[config.mk]
export PLATFORM = sky130hd
export DESIGN_NAME = fir_frame_packer
export DESIGN_NICKNAME = d
export VERILOG_FILES = /design/src/rtl/fir_pkg.sv /design/src/rtl/fir_frame_fifo.sv /design/src/rtl/fir_frame_packer.sv
export SDC_FILE = /design/constraint.sdc
export NUM_CORES = 2
export LEC_CHECK = 0
export CAP_MARGIN = 10
export CORE_MARGIN = 5
export CORE_UTILIZATION = 60
export CTS_CLUSTER_SIZE = 16
export DETAILED_ROUTE_END_ITERATION = 10
export GPL_TIMING_DRIVEN = 1
export PLACE_DENSITY = 0.84
export RECOVER_POWER = 25
export SETUP_SLACK_MARGIN = 0.2
export SLEW_MARGIN = 20
export SYNTH_ARGS = -nofsm -noshare
export SYNTH_HDL_FRONTEND = slang
export SYNTH_SLANG_ARGS = --single-unit
export TNS_END_PERCENT = 30
[constraint.sdc]
create_clock -name clk -period 4 [get_ports clk]
set_input_delay 0.8 -clock clk [delete_from_list [all_inputs] [get_ports clk]]
set_output_delay 0.8 -clock clk [all_outputs]
set_load 0.05 [all_outputs]
[src/rtl/fir_pkg.sv]
// Shared definitions for the FIR decimator front end: default geometry,
// frame/sample types and the lane-to-bit mapping used for frame packing.
package fir_pkg;

  localparam int DATA_WIDTH = 16;
  localparam int CHANNELS   = 2;
  localparam int PSAMPLES   = 8;
  localparam int FRAME_W    = CHANNELS * DATA_WIDTH * PSAMPLES;

  typedef logic signed [DATA_WIDTH-1:0] sample_t;
  typedef logic [FRAME_W-1:0]           frame_t;

  // Bit offset of channel c, lane i inside a frame; lane 0 is the oldest sample.
  function automatic int lane_offset(input int c, input int i);
    return (c * PSAMPLES + i) * DATA_WIDTH;
  endfunction

endpackage

[src/rtl/fir_frame_fifo.sv]
// Two-entry FIFO holding {tlast, frame}. ready_o depends only on the stored
// count, so the upstream ready never sees the downstream ready combinationally.
module fir_frame_fifo #(
  parameter int W = 257
) (
  input  logic         clk,
  input  logic         nrst,
  input  logic         push_i,
  input  logic [W-1:0] push_data_i,
  input  logic         pop_i,
  output logic [1:0]   count_o,
  output logic         valid_o,
  output logic         ready_o,
  output logic [W-1:0] head_o
);

  logic [W-1:0] mem_q [2];
  logic         rd_ptr_q, rd_ptr_d;
  logic         wr_ptr_q, wr_ptr_d;
  logic [1:0]   count_q, count_d;
  logic         do_push;
  logic         do_pop;

  assign valid_o = (count_q != 2'd0);
  assign ready_o = (count_q != 2'd2);
  assign count_o = count_q;
  // Empty FIFO presents zero rather than a stale, already-consumed frame.
  assign head_o  = valid_o ? mem_q[rd_ptr_q] : '0;

  assign do_push = push_i && ready_o;
  assign do_pop  = pop_i && valid_o;

  // Pointer and occupancy next-state.
  always_comb begin
    rd_ptr_d = rd_ptr_q;
    wr_ptr_d = wr_ptr_q;
    count_d  = count_q;
    if (do_push) wr_ptr_d = ~wr_ptr_q;
    if (do_pop)  rd_ptr_d = ~rd_ptr_q;
    case ({do_push, do_pop})
      2'b10:   count_d = count_q + 2'd1;
      2'b01:   count_d = count_q - 2'd1;
      default: count_d = count_q;
    endcase
  end

  // Storage and pointer registers; reset drops every buffered frame.
  always_ff @(posedge clk or negedge nrst) begin
    if (!nrst) begin
      mem_q[0] <= '0;
      mem_q[1] <= '0;
      rd_ptr_q <= 1'b0;
      wr_ptr_q <= 1'b0;
      count_q  <= 2'd0;
    end else begin
      if (do_push) mem_q[wr_ptr_q] <= push_data_i;
      rd_ptr_q <= rd_ptr_d;
      wr_ptr_q <= wr_ptr_d;
      count_q  <= count_d;
    end
  end

endmodule

[src/rtl/fir_frame_packer.sv]
// Gathers PSAMPLES sample sets per channel into one wide frame for the FIR,
// closing early on s_tlast, and buffers finished frames in a 2-entry FIFO.
module fir_frame_packer
  import fir_pkg::*;
#(
  parameter int DATA_WIDTH = fir_pkg::DATA_WIDTH,
  parameter int CHANNELS   = fir_pkg::CHANNELS,
  parameter int PSAMPLES   = fir_pkg::PSAMPLES
) (
  input  logic                                   clk,
  input  logic                                   nrst,
  input  logic                                   s_tvalid,
  output logic                                   s_tready,
  input  logic [CHANNELS*DATA_WIDTH-1:0]         s_tdata,
  input  logic                                   s_tlast,
  output logic                                   m_tvalid,
  input  logic                                   m_tready,
  output logic [CHANNELS*DATA_WIDTH*PSAMPLES-1:0] m_tdata,
  output logic                                   m_tlast,
  output logic [31:0]                            frame_cnt
);

  localparam int FW = CHANNELS * DATA_WIDTH * PSAMPLES;
  localparam int LW = (PSAMPLES > 2) ? $clog2(PSAMPLES) : 1;
  localparam logic [LW-1:0] LAST_LANE = LW'(PSAMPLES - 1);

  logic [LW-1:0]         lane_q, lane_d;
  logic [FW-1:0]         fill_q, fill_d;
  logic [FW-1:0]         frame_d;
  logic [31:0]           frame_cnt_q, frame_cnt_d;
  logic                  live_q;
  logic                  accept;
  logic                  close;
  logic                  fifo_ready;
  logic [1:0]            fifo_count;
  logic [FW:0]           fifo_head;
  logic [DATA_WIDTH-1:0] samples [CHANNELS];

  genvar gi;
  generate
    for (gi = 0; gi < CHANNELS; gi++) begin : g_split
      assign samples[gi] = s_tdata[gi*DATA_WIDTH +: DATA_WIDTH];
    end
  endgenerate

  // Ready is purely registered state: out of reset and a free FIFO entry.
  assign s_tready = live_q && fifo_ready;
  assign accept   = s_tvalid && s_tready;
  assign close    = accept && ((lane_q == LAST_LANE) || s_tlast);

  // Current fill register with this handshake's samples dropped into lane_q.
  always_comb begin
    frame_d = fill_q;
    for (int c = 0; c < CHANNELS; c++) begin
      for (int i = 0; i < PSAMPLES; i++) begin
        if (lane_q == LW'(i)) begin
          frame_d[(c*PSAMPLES+i)*DATA_WIDTH +: DATA_WIDTH] = samples[c];
        end
      end
    end
  end

  // Lane counter, fill register and frame counter next-state.
  always_comb begin
    lane_d      = lane_q;
    fill_d      = fill_q;
    frame_cnt_d = frame_cnt_q;
    if (close) begin
      lane_d      = '0;
      fill_d      = '0;
      frame_cnt_d = frame_cnt_q + 32'd1;
    end else if (accept) begin
      lane_d = lane_q + LW'(1);
      fill_d = frame_d;
    end
  end

  // Packing state; reset discards any partially filled frame.
  always_ff @(posedge clk or negedge nrst) begin
    if (!nrst) begin
      lane_q      <= '0;
      fill_q      <= '0;
      frame_cnt_q <= 32'd0;
      live_q      <= 1'b0;
    end else begin
      lane_q      <= lane_d;
      fill_q      <= fill_d;
      frame_cnt_q <= frame_cnt_d;
      live_q      <= 1'b1;
    end
  end

  fir_frame_fifo #(
    .W (FW + 1)
  ) u_fifo (
    .clk         (clk),
    .nrst        (nrst),
    .push_i      (close),
    .push_data_i ({s_tlast, frame_d}),
    .pop_i       (m_tready),
    .count_o     (fifo_count),
    .valid_o     (m_tvalid),
    .ready_o     (fifo_ready),
    .head_o      (fifo_head)
  );

  assign m_tdata   = fifo_head[FW-1:0];
  assign m_tlast   = fifo_head[FW];
  assign frame_cnt = frame_cnt_q;

  // Occupancy is only needed inside the FIFO's ready/valid decode.
  logic unused_ok;
  assign unused_ok = ^fifo_count;

endmodule

==> results.json <==
{
  "status": "finished with violations",
  "failed_checks": "capacitance limit, slew limit",
  "clk_latency_ns": 0.62,
  "htreeDepth": 3,
  "drt_iter0_drc": 2529,
  "synthFlopType": "dfrtp_1",
  "wl_um": 101000,
  "drc": 0,
  "synth_area_leaders": "dfrtp_1 (58%), mux2i_1 (15%), nor2_1 (5.6%), a22o_1 (5.6%), o21ai_0 (3.7%)",
  "vias": 27100,
  "period_share": 0.912,
  "swShare": 0.439,
  "clkTransAtPathRegs_ns": 0.06,
  "critical_path_class": "flip-flop to output pin",
  "required_ns": 3.20,
  "synth_top_cell_area_share": 0.576,
  "worstPathMaxFanout": 61,
  "io_buffers": 327,
  "worstMarginPinSlew_ns": 2.72,
  "first_pass_iters": 8,
  "worstSetupStartpointType": "flip-flop",
  "clkPwrFrac": 0.203,
  "ys_ff_latch": 810,
  "rsz0062_at_grt": "no",
  "p_switching_mw": 17.0,
  "dieWidth_um": 252,
  "cts_tree": "built",
  "synth_warnings": 0,
  "viasPerCell": 6.27,
  "cts.root.buffer_cell": "clkbuf_16",
  "seq_area_frac_synth": 0.576,
  "antenna_found_initial": 2,
  "fmax_ghz": 0.274,
  "grt_pass1_vias": 27900,
  "hp-class": "flip-flop to flip-flop",
  "start_util": 0.608,
  "die-area_sq_um": 63600,
  "grt_pass1_wl_um": 158000,
  "syn_nets": 3327,
  "synthesis.area_sq_um": 35200,
  "finalSetupTns_ns": 0,
  "core_area_sq_um": 57900,
  "combPwrFrac": 0.474,
  "nFillCells": 3784,
  "drive_above_1_share": 0.0674,
  "boundaryPins": 328,
  "fin_skew_ns": 0.0198,
  "power_frac_seq": 0.323,
  "fin_crit_ns": 3.65,
  "synthArstFlopShare": 1.00,
  "ys_types": 39,
  "avgSynthCellArea_sq_um": 10.7,
  "slew_headroom": -0.814,
  "arrival_ns": 2.85,
  "power.density_nw_per_um2": 921,
  "grt_max_degree": 190,
  "yosys.area.top_type": "dfrtp_1",
  "utilization": 0.726,
  "rows": 88,
  "gp_routability_congestion": 0.845,
  "clockBufferDepth": 3,
  "nets": 3542,
  "p_leak_nw": 20.2,
  "setup_viol": 0,
  "areaGrowthSynthToFinish_pct": 19.4,
  "drv_cap": 1,
  "finalHoldViolCount": 0,
  "cts.sinks": 810,
  "end_kind": "output pin",
  "overflow": 0,
  "syn_inst": 3282,
  "grt_usage": 0.312,
  "dpl.hpwl_um": 64800,
  "synthMostInstantiatedCell": "dfrtp_1",
  "die_height_um": 252,
  "numCtsBuffers": 81,
  "slew_violations": 80,
  "wl_per_cell_um": 23.4,
  "p_int_mw": 21.7,
  "synth_commonest_cells": "dfrtp_1 (810), nor2_1 (524), mux2i_1 (513), nand2_1 (281), o21ai_0 (258)",
  "synth-edff-count": 0,
  "ir_worst_vdd_uv": 830,
  "ant_nets": 0
}
[per-layer routing]
metal	up-vias	GRT usage	wire (um)
met2	1364	0.508	48600
met3	302	0.0633	8530
met5	-	0	0
li1	11700	-	-
met4	0	0.140	4680
met1	13700	0.411	39300
[cells by family (layout without fill, tap and decap cells)]
kind of cell	count (synthesis)	in the layout	synth area share
multiplexers	515	515	0.146
other	1	3	0.000106
flip-flops	810	810	0.576
AND/OR/NAND/NOR	885	885	0.101
adder cells (fa/ha/maj)	8	8	0.00284
buffers and inverters	281	558	0.0345
AO/OA/AOI/OAI	746	746	0.130
XOR/XNOR	36	36	0.00895
[cells in the final DEF (no fill, tap or decap), types with 19 or more instances in the layout]
cell type        Yosys  routed
a21oi_1            256     256
a22o_1             224     224
and2_1              36      36
buf_12               0      26
buf_4                1      47
clkbuf_1           133      19
clkbuf_16            0      85
clkbuf_8             0      29
clkdlybuf4s50_1      0     325
dfrtp_1            810     809
mux2i_1            513     513
nand2_1            281     275
nor2_1             524     517
o21ai_0            258     258
xnor2_1             27      27
[registers in the layout (all words and copies together), names as in the netlist]
register	cells
fill_q	256
frame_cnt	32
lane_q	3
live_q	1
u_fifo.count_o	2
u_fifo.mem_q	514
u_fifo.rd_ptr_q	1
u_fifo.wr_ptr_q	1
[worst max-delay path: stages, from the launching register on]
cell	delay, ns
dfrtp_4	0.43
buf_12	0.19
buf_12	0.35
mux2i_1	0.37
nor2_1	0.07
clkdlybuf4s50_1	0.71
[cell type report]
| class | instances | area (sq um) | share of cell area |
|---|---|---|---|
| Multi-Input combinational cell | 2191 | 13800 | 0.328 |
| Inverter | 5 | 18.8 | 0.000447 |
| Tap cell | 765 | 957 | 0.0228 |
| Antenna cell | 2 | 5.00 | 0.000119 |
| Clock buffer | 127 | 2570 | 0.0613 |
| Sequential cell | 810 | 20300 | 0.482 |
| Timing Repair Buffer | 408 | 4200 | 0.0999 |
| Clock inverter | 18 | 203 | 0.00482 |
[timing repair]
action                     in CTS  in global routing
hold endpoints to repair        0                  0
setup endpoints to repair     172                 13
cloned                          0                  0
hold buffers                    0                  0
resized for setup               0                  1
buffers inserted                1                  5
[through the flow]
stage / setup slack (ns) / cell area, sq um / instances / hold slack (ns) / total power, mW
6_report: 0.351 / 42000 / 4326 / 0.479 / 38.7
5_1_grt: 0.266 / 42000 / 4325 / 0.498 / 40.4
4_1_cts: 0.211 / 42000 / 4319 / 0.242 / 38.6
3_5_place_dp: 0.709 / 39200 / 4173 / 0.470 / 30.6
3_3_place_gp: 0.746 / 39200 / 4173 / 0.460 / 30.0
2_1_floorplan: 1.19 / 35200 / 3282 / 0.450 / 24.4
[power groups by stage]
stage,Sequential [mW],Clock [mW],Combinational [mW]
2_1_floorplan,12.0,0,12.4
3_3_place_gp,12.4,0,17.5
3_5_place_dp,12.6,0,18.0
4_1_cts,12.5,7.92,18.2
5_1_grt,12.7,8.26,19.4
6_report,12.5,7.87,18.3
[worst paths after layout]
path / endpoint / from / slack [ns] / depth (start not counted)
min reg2reg: u_fifo.mem_q[16] / u_fifo.mem_q[16] / 0.48 / 2
max in group asynchronous: u_fifo.mem_q[45] / nrst / 0.94 / 2
min: u_fifo.mem_q[16] / u_fifo.mem_q[16] / 0.48 / 2
max reg2reg: u_fifo.mem_q[267] / lane_q[0] / 1.21 / 10
max: m_tdata[138] / u_fifo.rd_ptr_q / 0.35 / 5
min in group asynchronous: u_fifo.mem_q[312] / nrst / 1.01 / 1
No activity file was read; power rests on OpenSTA's default activity.
